--- config.mk ---
export PLATFORM = sky130hd
export DESIGN_NAME = verbranch_arbiter
export DESIGN_NICKNAME = d
export VERILOG_FILES = /design/src/rtl/verbranch_arbiter.sv
export SDC_FILE = /design/constraint.sdc
export NUM_CORES = 1
export LEC_CHECK = 0
export CAP_MARGIN = 10
export CORE_MARGIN = 4
export CORE_UTILIZATION = 25
export CTS_BUF_LIST = sky130_fd_sc_hd__clkbuf_4
export DETAILED_ROUTE_END_ITERATION = 8
export GPL_ROUTABILITY_DRIVEN = 0
export PLACE_DENSITY = 0.61
export SLEW_MARGIN = 5
export SYNTH_ARGS = -nofsm -noshare
export SYNTH_HDL_FRONTEND = slang
export SYNTH_SLANG_ARGS = --single-unit
--- constraint.sdc ---
create_clock -name clk -period 4.8 [get_ports clk]
set_clock_uncertainty 0.05 [all_clocks]
set_input_delay 0.72 -clock clk [delete_from_list [all_inputs] [get_ports clk]]
set_output_delay 0.72 -clock clk [all_outputs]
set_load 0.02 [all_outputs]
--- src/rtl/verbranch_arbiter.sv ---
// ---------------------------------------------------------------------------
// verbranch_arbiter
//
// Two requesters share one branch-condition evaluator. One request is
// accepted per cycle. Its outcome is held in a one-entry result register until
// the owning requester consumes it.
//
// Handshake rules (both directions):
//   A transfer happens on a rising clk edge when valid and ready are both 1.
//   req_ready is a one-hot grant. It depends only on req_valid, rsp_ready and
//   internal state, and never on the requester's own ready.
//   rsp_valid[i] stays high, with rsp_taken[i] stable, until rsp_ready[i] is
//   seen. rsp_ready of the requester that does not own the result is ignored.
//
// Parameters:
//   FAIR          1 = round-robin between requesters, 0 = requester 0 first
// Ports:
//   clk           rising-edge clock
//   reset         asynchronous, active-high reset
//   req_valid     [1:0]      request valid, bit i = requester i
//   req_ready     [1:0]      request accepted this cycle (one-hot grant)
//   req_is_branch [1:0]      decoded is_branch flag per requester
//   req_funct3    [1:0][2:0] funct3 per requester
//   req_a, req_b  [1:0][31:0] operands per requester
//   rsp_valid     [1:0]      result valid for requester i
//   rsp_taken     [1:0]      branch-taken result for requester i
//   rsp_ready     [1:0]      requester i consumes its result
//   taken_count   [15:0]     saturating count of taken results stored
// ---------------------------------------------------------------------------
module verbranch_arbiter #(
    parameter int FAIR = 1
) (
    input  logic             clk,
    input  logic             reset,
    input  logic [1:0]       req_valid,
    output logic [1:0]       req_ready,
    input  logic [1:0]       req_is_branch,
    input  logic [1:0][2:0]  req_funct3,
    input  logic [1:0][31:0] req_a,
    input  logic [1:0][31:0] req_b,
    output logic [1:0]       rsp_valid,
    output logic [1:0]       rsp_taken,
    input  logic [1:0]       rsp_ready,
    output logic [15:0]      taken_count
);

    // Result register and arbitration state.
    logic full;
    logic owner;
    logic taken;
    logic last_grant;

    logic        free;
    logic        grant_idx;
    logic [1:0]  grant;
    logic        accept;

    logic        sel_branch;
    logic [2:0]  sel_funct3;
    logic [31:0] sel_a;
    logic [31:0] sel_b;
    logic        cmp_eq;
    logic        cmp_ltu;
    logic        cmp_lts;
    logic        cmp_taken;

    // The slot can take a new result if it is empty, or if it drains this
    // cycle. That allows one result per cycle with no bubbles.
    assign free = !full || rsp_ready[owner];

    // Pick the requester to grant. The index matters only when some request
    // is valid, because the grant below is gated by |req_valid.
    always_comb begin
        grant_idx = 1'b0;
        if (FAIR != 0) begin
            if (req_valid == 2'b11) begin
                grant_idx = ~last_grant;
            end else begin
                grant_idx = req_valid[1];
            end
        end else begin
            grant_idx = ~req_valid[0];
        end
    end

    // Grant is gated by reset, so req_ready reads 00 while reset is held,
    // even though the empty slot would otherwise look free.
    always_comb begin
        grant = 2'b00;
        if (!reset && free && (req_valid != 2'b00)) begin
            grant[grant_idx] = 1'b1;
        end
    end

    assign req_ready = grant;
    assign accept    = |grant;

    // Operands of the granted requester go to the one shared comparator.
    assign sel_branch = req_is_branch[grant_idx];
    assign sel_funct3 = req_funct3[grant_idx];
    assign sel_a      = req_a[grant_idx];
    assign sel_b      = req_b[grant_idx];

    // Signed less-than is built from the one unsigned magnitude compare.
    // If the signs differ, the negative operand (MSB set) is the smaller one.
    assign cmp_eq  = (sel_a == sel_b);
    assign cmp_ltu = (sel_a < sel_b);
    assign cmp_lts = (sel_a[31] != sel_b[31]) ? sel_a[31] : cmp_ltu;

    always_comb begin
        cmp_taken = 1'b0;
        if (sel_branch) begin
            case (sel_funct3)
                3'b000:  cmp_taken = cmp_eq;
                3'b001:  cmp_taken = !cmp_eq;
                3'b100:  cmp_taken = cmp_lts;
                3'b101:  cmp_taken = !cmp_lts;
                3'b110:  cmp_taken = cmp_ltu;
                3'b111:  cmp_taken = !cmp_ltu;
                default: cmp_taken = 1'b0;
            endcase
        end
    end

    always_ff @(posedge clk or posedge reset) begin
        if (reset) begin
            full        <= 1'b0;
            owner       <= 1'b0;
            taken       <= 1'b0;
            last_grant  <= 1'b1;   // requester 0 wins the first tie
            taken_count <= 16'h0000;
        end else begin
            if (accept) begin
                full       <= 1'b1;
                owner      <= grant_idx;
                taken      <= cmp_taken;
                last_grant <= grant_idx;
                if (cmp_taken && (taken_count != 16'hFFFF)) begin
                    taken_count <= taken_count + 16'd1;
                end
            end else if (full && rsp_ready[owner]) begin
                // Clearing taken on drain means an empty slot never shows a
                // stale taken bit.
                full  <= 1'b0;
                taken <= 1'b0;
            end
        end
    end

    assign rsp_valid = {full && owner, full && !owner};
    assign rsp_taken = {taken && owner, taken && !owner};

endmodule

==> impl_metrics.yaml <==
outcome:
  status: "finished clean"
power:
  p_switching_uw: 301
  ir_drop_mv: 0.103
  p_seq_share_pct: 27.0
  pwr-share-clk_pct: 9.7
  p_leak_uw: 0.00182
  total_power_uw: 823
  powerDensity_nw_per_um2: 184
  p_sw_share_pct: 36.6
  internal_power_uw: 522
  pwr-share-comb_pct: 63.3
finish:
  drive_above_1_share_pct: 13.8
  syn2layout_area_growth_pct: 71.3
  final_nets: 611
  antenna_cells: 0
  final_util_pct: 43.7
timing:
  hold_viol: 0
  setup_viol: 0
  fin_crit_sh_pct: 90.5
  maxSlewViolCount: 0
  tns_ps: 0
  slew_headroom_pct: 48.2
  worstMarginPinSlew_ps: 775
  fmax_mhz: 230
  fin_crit_ps: 4350
  rsz0062_at_grt: "no"
global_route:
  grt_pass1_vias: 2716
  grtUsageTotal_pct: 12.7
  grt_max_degree: 28
  grt_pass1_wl_mm: 12.5
  gr-total-overflow: 0
  antenna_found_initial: 0
min_path:
  hp-class: "reg2reg"
place:
  dpl.hpwl_mm: 7.18
  buffer_ports.inserted: 163
clock_tree:
  cts_hold_buf: 0
  clk_pin_slew_ps: 110
  numCtsBuffers: 3
  cts_tree: "done"
  cts_setup_buffers: 0
  h-tree-depth: 1
  cts_num_sinks: 20
  clk_path_buf_depth: 2
  cts-root-buf: "clkbuf_4"
  insertion_delay_ps: 290
  post_cts_resized: 0
worst_setup_path:
  cp.arrival_ps: 4490
  worstSetupPathType: "in2reg"
  critPathCaptureType: "flip-flop"
  worstPathMaxFanout: 27
  cp-start-kind: "input pin"
  crit_required_ps: 4950
die:
  die_h_um: 110
  die_area_sq_um: 12100
  core_area_sq_um: 10200
  rows: 37
  start_util_pct: 25.5
  die_x_um: 110
  ios: 164
synthesis:
  yosysTopAreaCell: "dfrtp_1"
  synth_compound_area_share_pct: 9.63
  synth_xor_xnor_area_share_pct: 5.36
  synth_top_family_by_area: "multiplexers"
  synth_seq_cells: 20
  synthesis.area_sq_um: 2610
  ys_async_sr_fraction_pct: 100
  synth_area_leaders: "dfrtp_1 18%, ha_1 16%, mux2_2 15%, mux2i_1 13%, xnor2_1 4.7%"
  ys_warn_count: 0
  synth_edf_count: 0
  synth_mux_area_share_pct: 28.9
  ys_types: 45
  synth-simple-area-share_pct: 18.5
  synthAdderAreaFrac_pct: 15.8
  syn_nets: 445
  avgSynthCellArea_sq_um: 9.68
  ys_seq_area_share_pct: 19.2
  synth_top_area_share_pct: 18.2
  synth_flop_cell: "dfrtp_1"
  synth_top_cells_by_count: "35 x mux2_2, 35 x mux2i_1, 33 x ha_1, 19 x dfrtp_1, 16 x a21oi_1"
  syn-instance-count: 270
detailed_routing:
  dr.pass1.iters: 4
  viasPerCell: 4.64
  vias: 2648
  ant_nets: 0
  drt-initial-drc-count: 72
  drt_wl_total_mm: 8.07
  drc: 0
  wire_per_inst_um: 14.1
run:
  drv_cap: 0
## path summary, 6_finish.rpt
kind | to | startpoint | cells past startpoint | slack, ps
max | taken_count[7] | req_valid[1] | 14 | 450
min | taken_count[15] | taken_count[15] | 1 | 450
max reg2reg | taken_count[7] | last_grant | 13 | 1030
min reg2reg | taken_count[15] | taken_count[15] | 1 | 450
max in group asynchronous | taken_count[15] | reset | 2 | 3370
min in group asynchronous | taken_count[9] | reset | 2 | 850
## routing by layer
layer  wire length [um]  part of all wire (%)  GRT usage (%)  vias to the layer above
li1                   -                     -              -                     1357
met1               3130                    39           15.1                     1211
met2               4290                    53           23.7                       78
met3                631                   7.8           2.74                        2
met4                 21                  0.26           2.11                        0
met5                  0                     0              0                        -
## cells in the final DEF (no fill, tap or decap), drive strengths merged, types with 4 or more instances in the layout
cell type / instances
nor2b: 5
mux2i: 35
nand3: 18
and3: 4
nand4: 12
or4: 4
dfrtp: 19
nand2: 13
a21oi: 16
and2: 5
mux2: 36
xnor2: 14
nor2: 10
ha: 33
o21ai: 8
clkdlybuf4s50: 163
buf: 8
## power by group through the flow
stage / registers (uW) / clock network, uW / logic [uW]
6_report: 222 / 80.1 / 521
5_1_grt: 227 / 89.9 / 577
4_1_cts: 223 / 84.9 / 530
3_5_place_dp: 226 / 0 / 527
3_3_place_gp: 226 / 0 / 519
2_1_floorplan: 233 / 0 / 284
## state kept, by name (all words and copies together) (netlist names)
register	flops
taken	1
full	1
last_grant	1
owner	1
taken_count	16
## stage by stage
step,cell area (sq um),setup WS (ps),hold WS (ps),instances
6_report,4470,454,452,571
5_1_grt,4470,263,474,571
4_1_cts,4470,437,460,571
3_5_place_dp,4450,106,441,567
3_3_place_gp,4450,120,425,567
2_1_floorplan,2610,195,440,270
## critical path, cell delays in order
cell and delay (ps):
clkdlybuf4s50_1 500, a21boi_4 270, buf_12 230, mux2_2 360, ha_1 350, nand4_1 150
or4_4 530, or4_1 480, a31oi_1 180, a21oi_1 90, nand3_4 100, buf_4 240
nand4_1 140, xnor2_1 160
## logic make-up after synthesis
logic type               Yosys count
AND/OR/NAND/NOR                   79
AO/OA/AOI/OAI                     39
buffers and inverters             12
adder cells (fa/ha/maj)           33
multiplexers                      71
flip-flops                        20
XOR/XNOR                          16
## final cells by class
| cell class | instances | area (sq um) |
|---|---|---|
| inverters | 2 | 7.51 |
| clock inverters | 1 | 3.75 |
| multi-input cells | 238 | 2050 |
| repair buffers | 171 | 1720 |
| well taps | 136 | 170 |
| clock buffers | 3 | 22.5 |
| fillers | 1026 | 5760 |
| flip-flops and latches | 20 | 502 |
Note: power is estimated with default switching activity, not from simulation.
